[src/rtl/display7_scan.sv]
// Multiplexed N-digit hex 7-segment scanner with shadow register and registered outputs.
// Optional feature macro: LEADING_ZERO_BLANK_EN (suppresses leading zero digits).
module display7_scan #(
    parameter int NUM_DIGITS  = 4,
    parameter int REFRESH_DIV = 50000,
    parameter int CNT_W       = 16
) (
    input  logic                    iClk,
    input  logic                    iRst_n,
    input  logic [4*NUM_DIGITS-1:0] iData,
    input  logic                    iLoad,
    input  logic                    iBlank,
    output logic [NUM_DIGITS-1:0]   oSel,
    output logic [6:0]              oSeg,
    output logic                    oFrame
);

    localparam int              IDX_W   = (NUM_DIGITS > 1) ? $clog2(NUM_DIGITS) : 1;
    localparam logic [CNT_W-1:0] CNT_MAX = CNT_W'(REFRESH_DIV - 1);
    localparam logic [IDX_W-1:0] IDX_MAX = IDX_W'(NUM_DIGITS - 1);

    logic [CNT_W-1:0]        cnt_q, cnt_d;
    logic [IDX_W-1:0]        idx_q, idx_d;
    logic [4*NUM_DIGITS-1:0] shadow_q, shadow_d;
    logic [NUM_DIGITS-1:0]   sel_q, sel_d;
    logic [6:0]              seg_q, seg_d;
    logic                    frame_q, frame_d;
    logic                    tick;
    logic [3:0]              nib;

    function automatic logic [6:0] hex2seg(input logic [3:0] n);
        case (n)
            4'h0: hex2seg = 7'h40;  4'h1: hex2seg = 7'h79;
            4'h2: hex2seg = 7'h24;  4'h3: hex2seg = 7'h30;
            4'h4: hex2seg = 7'h19;  4'h5: hex2seg = 7'h12;
            4'h6: hex2seg = 7'h02;  4'h7: hex2seg = 7'h78;
            4'h8: hex2seg = 7'h00;  4'h9: hex2seg = 7'h10;
            4'hA: hex2seg = 7'h08;  4'hB: hex2seg = 7'h03;
            4'hC: hex2seg = 7'h46;  4'hD: hex2seg = 7'h21;
            4'hE: hex2seg = 7'h06;  default: hex2seg = 7'h0E;
        endcase
    endfunction

`ifdef LEADING_ZERO_BLANK_EN
    logic [NUM_DIGITS-1:0] lz_blank;
    logic                  zero_above;

    // Walk from the top digit down; a digit is dark while everything at/above it is zero.
    always_comb begin
        lz_blank   = '0;
        zero_above = 1'b1;
        for (int k = NUM_DIGITS - 1; k >= 0; k--) begin
            zero_above  = zero_above && (shadow_q[4*k +: 4] == 4'h0);
            lz_blank[k] = (k != 0) && zero_above;
        end
    end
`endif

    always_comb begin
        tick     = (cnt_q == CNT_MAX);
        cnt_d    = tick ? '0 : cnt_q + 1'b1;
        idx_d    = idx_q;
        if (tick) idx_d = (idx_q == IDX_MAX) ? '0 : idx_q + 1'b1;
        shadow_d = iLoad ? iData : shadow_q;
        frame_d  = tick && (idx_q == IDX_MAX);

        nib   = shadow_q[{idx_q, 2'b00} +: 4];
        sel_d = '1;
        for (int k = 0; k < NUM_DIGITS; k++) sel_d[k] = (idx_q != IDX_W'(k));
        seg_d = hex2seg(nib);
`ifdef LEADING_ZERO_BLANK_EN
        if (lz_blank[idx_q]) seg_d = 7'h7F;
`endif
        // Blank only masks the pins; the scan keeps running underneath.
        if (iBlank) begin
            sel_d = '1;
            seg_d = 7'h7F;
        end
    end

    always_ff @(posedge iClk) begin
        if (!iRst_n) begin
            cnt_q    <= '0;
            idx_q    <= '0;
            shadow_q <= '0;
            sel_q    <= '1;
            seg_q    <= 7'h7F;
            frame_q  <= 1'b0;
        end else begin
            cnt_q    <= cnt_d;
            idx_q    <= idx_d;
            shadow_q <= shadow_d;
            sel_q    <= sel_d;
            seg_q    <= seg_d;
            frame_q  <= frame_d;
        end
    end

    assign oSel   = sel_q;
    assign oSeg   = seg_q;
    assign oFrame = frame_q;

endmodule
[config.mk]
export PLATFORM = sky130hd
export DESIGN_NAME = display7_scan
export DESIGN_NICKNAME = d
export VERILOG_FILES = /design/src/rtl/display7_scan.sv
export SDC_FILE = /design/constraint.sdc
export NUM_CORES = 1
export LEC_CHECK = 0
export ABC_AREA = 1
export CAP_MARGIN = 20
export CORE_MARGIN = 2
export CORE_UTILIZATION = 49
export DETAILED_ROUTE_END_ITERATION = 12
export DONT_BUFFER_PORTS = 1
export PLACE_DENSITY = 0.71
export RECOVER_POWER = 25
export SYNTH_ARGS = -nofsm -noshare
export SYNTH_HDL_FRONTEND = slang
export SYNTH_SLANG_ARGS = --single-unit
[constraint.sdc]
create_clock -name iClk -period 3.4 [get_ports iClk]
set_input_delay 0.85 -clock iClk [delete_from_list [all_inputs] [get_ports iClk]]
set_output_delay 0.85 -clock iClk [all_outputs]
set_load 0.05 [all_outputs]
### Word-level counts from Yosys, hierarchy flattened

Memories as Yosys holds them, arrays and structs flattened. A register that Yosys moved wholly into a read port is not among the register bits.
Cells that the tools add are included.

| storage, ports and cells | value |
|---|---|
| output and inout port bits | 12 |
| flip-flop bits (word level) | 39 |
| memory bits (read-only) | 112 |
| bits of input ports | 20 |
| memories kept | 1 |

Memories:

| memory | words | width | rd ports | clocked after Yosys merged registers in | wr ports | RTL line | text |
|---|---|---|---|---|---|---|---|
| (name not given) | 16 | 7 | 1 | 1 | 0 | 32 | `case (n)` |

| operators by class | value |
|---|---|
| reductions and logical operators | 4 |
| muxes and demuxes | 1 |
| shift operators | 1 |
| equal/unequal tests | 5 |
| add/sub/neg operators | 2 |
| bitwise logic cells | 1 |

Operator list:

| operator | count |
|---|---|
| $add 16x1->16 const B | 1 |
| $eq 16x16->1 const B | 1 |
| $shiftx 16x5->4 | 1 |
| $ne 2x2->1 const B | 2 |
| $reduce_or 2->1 | 2 |
| $add 2x1->2 const B | 1 |
| $eq 2x2->1 const B | 1 |
| $mux 2 | 1 |
| $ne 2x1->1 const B | 1 |
| $reduce_bool 2->1 | 1 |
| $logic_and 1x1->1 | 1 |
| $not 1->1 | 1 |

### Depth between registers and ports, before layout

Gate-level depths: netlist (run 1).

| logic depth | value |
|---|---|
| depth after elaboration | 2 |
| gate-level depth with buffers | 11 |

### Least setup slack after synthesis (run 1)

OpenSTA, ideal clock, no wires.

| timing path | value |
|---|---|
| kind | register to register |
| start | register idx_q[0] |
| end | register seg_q[3] (netlist: oSeg[3]) |
| data arrival time | 1.368 ns |
| buffers on the path | 1 |
| path slack | 1.904 ns |
| cell stages (with the launch flop) | 12 |
| required time | 3.272 ns |
| cell sequence | dfxtp_1 buf_4 inv_4 nand2_1 nand3_1 nand2_1 inv_1 ha_1 nand3_1 nand2_1 nand2_1 nand3_1 |

| on the way | value |
|---|---|
| longest elaborated chain between the ends | 1 |

Ends and longest elaborated chain:

| item | RTL line | text |
|---|---|---|
| start, declared | 23 | `logic [IDX_W-1:0] idx_q, idx_d;` |
| start signal, assigned | 91 | `idx_q <= idx_d;` |
| $shiftx 16x5->4 | 67 | `nib = shadow_q[{idx_q, 2'b00} +: 4];` |
| end, declared | 26 | `logic [6:0] seg_q, seg_d;` |

No other way between the ends.
A chain may end at the register's enable or synchronous reset.

### Final worst setup path (run 1)

Ends and elaborated chain as after synthesis.

==> results of run 1 <==
## registers in the layout, summed over array words and instances (netlist names)
name	flops
shadow_q	16
oSel	4
cnt_q	16
oSeg	7
oFrame	1
idx_q	2
## critical path: stages, from the launching register on
cell and delay, ns:
dfxtp_1 0.55, clkinvlp_2 0.43, nand2_1 0.15, nand3_1 0.08, nand2_1 0.21, inv_1 0.12
ha_1 0.21, nand3_1 0.14, nand2_1 0.07, nand2_1 0.05, nand3_1 0.06
## report_power, final
group	switching (mW)	internal (mW)
sequential	0.0337	0.561
combinational	0.0477	0.0270
clock	0.165	0.157
total	0.246	0.745
## metal layers
metal | GRT usage, % | share of wire [%]
met4 | 4.82 | 0.97
met5 | 0 | 0
met3 | 5.00 | 5.5
met1 | 25.8 | 52
met2 | 26.0 | 42
## logic make-up (layout without fill, tap and decap cells)
| family | count (synthesis) | after routing | share of synthesized area (%) |
|---|---|---|---|
| compound gates | 25 | 25 | 5.86 |
| flops | 46 | 46 | 40.7 |
| buf+inv | 33 | 33 | 6.64 |
| fa+ha+maj | 11 | 11 | 6.08 |
| simple gates | 186 | 186 | 38.4 |
| xor+xnor | 6 | 6 | 2.32 |
## layout make-up
| type | count | area [sq um] |
|---|---|---|
| tap | 52 | 65.1 |
| fill | 437 | 2050 |
| multi-input combinational | 228 | 1190 |
| clock buffer | 6 | 82.6 |
| sequential | 46 | 921 |
| inverter | 27 | 103 |
## worst max-delay path by stage
stage	cells after the start	slack, ns	endpoint	startpoint
after global routing	10	0.96	oSeg[0]	idx_q[0]
after global placement	10	1.71	oSeg[3]	idx_q[0]
after detailed placement	10	1.60	oSeg[3]	idx_q[0]
after floorplan	11	1.90	oSeg[3]	idx_q[0]
after CTS	10	1.59	oSeg[3]	idx_q[0]
final	10	1.21	oSeg[3]	idx_q[0]
## metrics by stage
stage	instance area (sq um)	utilization, %
final	2360	53.5
after global routing	2360	53.5
after CTS	2360	53.5
after detailed placement	2280	51.7
after global placement	2280	51.7
after floorplan	2260	-
## cell usage in the layout (no fill, tap or decap), types with 2 or more instances in the layout
master	Yosys	layout
or2_2	2	2
ha_1	11	11
nor2_4	2	2
nor2_1	55	56
nand2_2	4	4
xor2_1	3	3
nand3_1	29	29
a21oi_2	2	2
nand2_4	2	2
o21ai_0	17	17
a21oi_1	6	6
dfxtp_1	46	46
nand4_1	6	6
nor2_2	9	8
inv_1	22	22
nand3_2	3	3
xnor2_1	3	3
nand2_1	70	70
inv_2	3	3
clkbuf_8	0	6
==> results.json, run 1 <==
{
  "r2r-end": "oSeg[3]",
  "drv_cap": 0,
  "die-width_um": 71.9,
  "viasPerCell": 5.05,
  "slew_viol_final": 0,
  "wire_per_inst_um": 11.8,
  "initial_core_util_pct": 51.2,
  "status": "finished clean",
  "total_power_mw": 0.991,
  "gr-total-overflow": 0,
  "finalHoldViolations": 0,
  "hold-worst-slack_ns": 0.456,
  "dp_worst_setup_slack_ns": 1.60,
  "antenna_found_initial": 0,
  "htree_levels": 2,
  "vias": 1812,
  "fin_setup_tns_ns": 0,
  "min_period_over_period_pct": 64.5,
  "synth_most_common_cell": "nand2_1",
  "fmax_mhz": 456,
  "dieHeight_um": 71.9,
  "cp-start-kind": "flop",
  "synth_nets": 338,
  "grt_pass1_vias": 1686,
  "synth_area_sq_mm": 0.00226,
  "synth-edff-count": 0,
  "dp_hpwl_um": 3120,
  "track_usage_pct": 17.8,
  "postCtsSetupBuffers": 0,
  "worstSetupPathType": "reg -> reg",
  "arrival_ns": 2.35,
  "layout.nets": 339,
  "drive_above_1_share_pct": 11.4,
  "reg2reg_from": "idx_q[0]",
  "dp.cells": 353,
  "synth_top_area_share_pct": 40.7,
  "area_delta_synth_final_pct": 4.31,
  "grt_pass1_wl_um": 7350,
  "crit_fanout": 12,
  "clk_latency_ns": 0.29,
  "synth-seq-cells": 46,
  "hp-start": "cnt_q[0]",
  "r2r_setup_slack_ns": 1.21,
  "whs_endpoint": "cnt_q[0]",
  "synth_top_flop_cell": "dfxtp_1",
  "leakage_nw": 0.940,
  "place.gp.congestion": 0.829,
  "clkSlewWorstSetupHoldPaths_ns": 0.08,
  "yosysTopAreaCell": "dfxtp_1",
  "drtPass1Iterations": 4,
  "fin_ws_ns": 1.21,
  "cts_tree": "done",
  "rows": 24,
  "ios": 32,
  "totalWireLength_um": 4240,
  "critical_path_required_ns": 3.56,
  "ys_warn_count": 0,
  "worstMarginPinSlew_ns": 0.560,
  "setup_viol": 0,
  "synthCells": 307,
  "die_area_sq_mm": 0.00518,
  "clockBufferDepth": 2,
  "core_sq_mm": 0.00441,
  "antenna-diode-count": 0,
  "clock-sinks": 46,
  "yosysSeqAreaShare_pct": 40.7,
  "drt_iter0_drc": 149,
  "cts_made_buffers": 5,
  "min_period_ns": 2.19,
  "holdPathStages": 1,
  "instances_no_fill": 359,
  "drc": 0,
  "synth_area_leaders": "dfxtp_1 41%, nand2_1 12%, nor2_1 9.1%, nand3_1 6.4%, ha_1 6.1%",
  "p_per_area_mw_per_mm2": 420,
  "synth_cell_types": 30,
  "avgSynthCellArea_sq_um": 7.37,
  "min_path_type": "reg -> reg",
  "ys_top_cells_by_count": "70 x nand2_1, 55 x nor2_1, 46 x dfxtp_1",
  "rsz0062_at_grt": "no",
  "peakVddDrop_mv": 0.278,
  "grt_max_degree": 22,
  "cts_hold_buffers": 0,
  "placement.io_buffers": 0,
  "cts.repair.resized": 0,
  "ff2ff_path_depth": 10,
  "cp-end-kind": "flop",
  "slew-limit-headroom_pct": 62.5,
  "fin_skew_ns": 0.00772,
  "antenna_left": 0,
  "cts_root_buf": "clkbuf_8",
  "async_reset_ff_share_pct": 0
}
Note: power is estimated with default switching activity, not from simulation.
==> run 2: changes to the inputs <==
--- a/config.mk
+++ b/config.mk
@@ -11,7 +11,7 @@
 export CORE_UTILIZATION = 49
 export DETAILED_ROUTE_END_ITERATION = 12
 export DONT_BUFFER_PORTS = 1
-export PLACE_DENSITY = 0.71
+export PLACE_DENSITY = 0.73
 export RECOVER_POWER = 25
 export SYNTH_ARGS = -nofsm -noshare
 export SYNTH_HDL_FRONTEND = slang
==> constraint.sdc (replaced) <==
create_clock -name iClk -period 1.8 [get_ports iClk]
set_input_delay 0.45 -clock iClk [delete_from_list [all_inputs] [get_ports iClk]]
set_output_delay 0.45 -clock iClk [all_outputs]
set_load 0.05 [all_outputs]
==> run 2 against run 1 <==
Net effect:
- hold slack worse by 0.19 ns
- clock skew up 0.0022 ns
- routed wire length down 0.94%
- setup slack worse by 0.98 ns
==> results.json, run 2 (synthesis results as in run 1) <==
{
  "status": "finished clean",
  "ios": 32,
  "cts_tree": "done",
  "postCtsSetupBuffers": 0,
  "clock-sinks": 46,
  "initial_core_util_pct": 51.2,
  "multiInputGateArea_sq_mm": 0.00119,
  "area_delta_synth_final_pct": 6.75,
  "antenna_found_initial": 0,
  "die-width_um": 71.9,
  "rows": 24,
  "worstSetupPathType": "reg -> reg",
  "slew-limit-headroom_pct": 68.1,
  "die_area_sq_mm": 0.00518,
  "drc": 0,
  "drtPass1Iterations": 4,
  "track_usage_pct": 18.4,
  "grt_pass1_wl_um": 7530,
  "slew_viol_final": 0,
  "setup_viol": 0,
  "min_period_ns": 1.57,
  "wire_per_inst_um": 11.5,
  "arrival_ns": 1.82,
  "layout.nets": 342,
  "finalHoldViolations": 0,
  "crit_fanout": 7,
  "critical_path_required_ns": 2.05,
  "antenna-diode-count": 0,
  "place.gp.congestion": 0.865,
  "fin_skew_ns": 0.00996,
  "htree_levels": 2,
  "vias": 1807,
  "seq_area_sq_um": 922,
  "worstMarginPinSlew_ns": 0.478,
  "placement.io_buffers": 0,
  "cp-end-kind": "flop",
  "min_period_over_period_pct": 87.3,
  "fmax_mhz": 637,
  "min_path_type": "in -> reg",
  "final_cell_mix": "70 x nand2_1, 55 x nor2_1, 45 x dfxtp_1",
  "p_per_area_mw_per_mm2": 839,
  "clockBufferDepth": 2,
  "leakage_nw": 0.964,
  "grt_pass1_vias": 1709,
  "totalWireLength_um": 4200,
  "layout_commonest_cell": "nand2_1",
  "drv_cap": 0,
  "grt_max_degree": 22,
  "fillers": 444,
  "drt_iter0_drc": 140,
  "dp_hpwl_um": 3060,
  "drive_above_1_share_pct": 13.1,
  "fin_ws_ns": 0.229,
  "cp_slowest_cell": "dfxtp_1",
  "fin_setup_tns_ns": 0,
  "dp_worst_setup_slack_ns": 0.208,
  "antenna_left": 0,
  "clk_latency_ns": 0.31,
  "core_sq_mm": 0.00441,
  "critical_path.cell_chain": "inv_2 -> nand3_1 -> nand2_1 -> inv_1 -> ha_1 -> nand3_1 -> nor2_1 -> nor2_1 -> nand2_1",
  "dieHeight_um": 71.9,
  "crit_path_max_incr_delay_ns": 0.51,
  "cts_made_buffers": 5,
  "cp-start-kind": "flop",
  "clkSlewWorstSetupHoldPaths_ns": 0.08,
  "gr-total-overflow": 0,
  "viasPerCell": 4.96,
  "peakVddDrop_mv": 0.437,
  "cts_root_buf": "clkbuf_8",
  "rsz0062_at_grt": "no"
}
## run 2: path summary, 6_finish.rpt
kind	to	depth (start not counted)	start	slack (ns)
worst min register to register	cnt_q[0]	1	cnt_q[0]	0.46
worst max-delay path	oSeg[5]	9	idx_q[1]	0.23
worst max register to register	oSeg[5]	9	idx_q[1]	0.23
worst min-delay path	idx_q[1]	2	iRst_n	0.26
## run 2: layout make-up
type / instances / share of cell area, %
flip-flops and latches: 46 / 38.2
repair buffers: 3 / 0.933
multi-input cells: 228 / 49.3
clock buffers: 6 / 3.01
well taps: 52 / 2.69
clock inverters: 2 / 1.55
inverters: 27 / 4.30
## run 2: critical path, delay by kind of cell (launching register included)
family / cells / cell delay (ns)
DFF: 1 / 0.51
and+or+nand+nor: 6 / 0.57
adders and majority gates: 1 / 0.22
buffers and inverters: 2 / 0.22
## run 2: per-stage QoR
step | hold slack, ns | utilization, % | total power [mW] | instances | area [sq um]
after floorplan | 0.427 | - | 1.27 | 307 | 2260
after global placement | 0.440 | 52.2 | 1.28 | 356 | 2300
after detailed placement | 0.442 | 52.2 | 1.29 | 356 | 2300
after CTS | 0.250 | 54.7 | 2.05 | 364 | 2410
after global routing | 0.265 | 54.7 | 2.12 | 364 | 2410
final | 0.263 | 54.7 | 2.03 | 364 | 2410
## run 2: metal layers
metal  vias to the layer above  share of wire [%]  GRT usage [%]
li1                        981                  -              -
met1                       783                 52           25.4
met2                        35                 41           27.6
met3                         8                5.0           4.72
met4                         0                1.8           7.55
met5                         -                  0              0
## run 2: report_power, final
group | internal (mW) | switching, mW
registers | 1.06 | 0.0636
logic | 0.0513 | 0.0871
clock network | 0.414 | 0.350
total | 1.52 | 0.501
## run 2: timing repair
item	CTS	global route
gates resized for setup	0	1
hold endpoints to repair	0	0
endpoints found under the setup margin	0	3
hold buffers	0	0
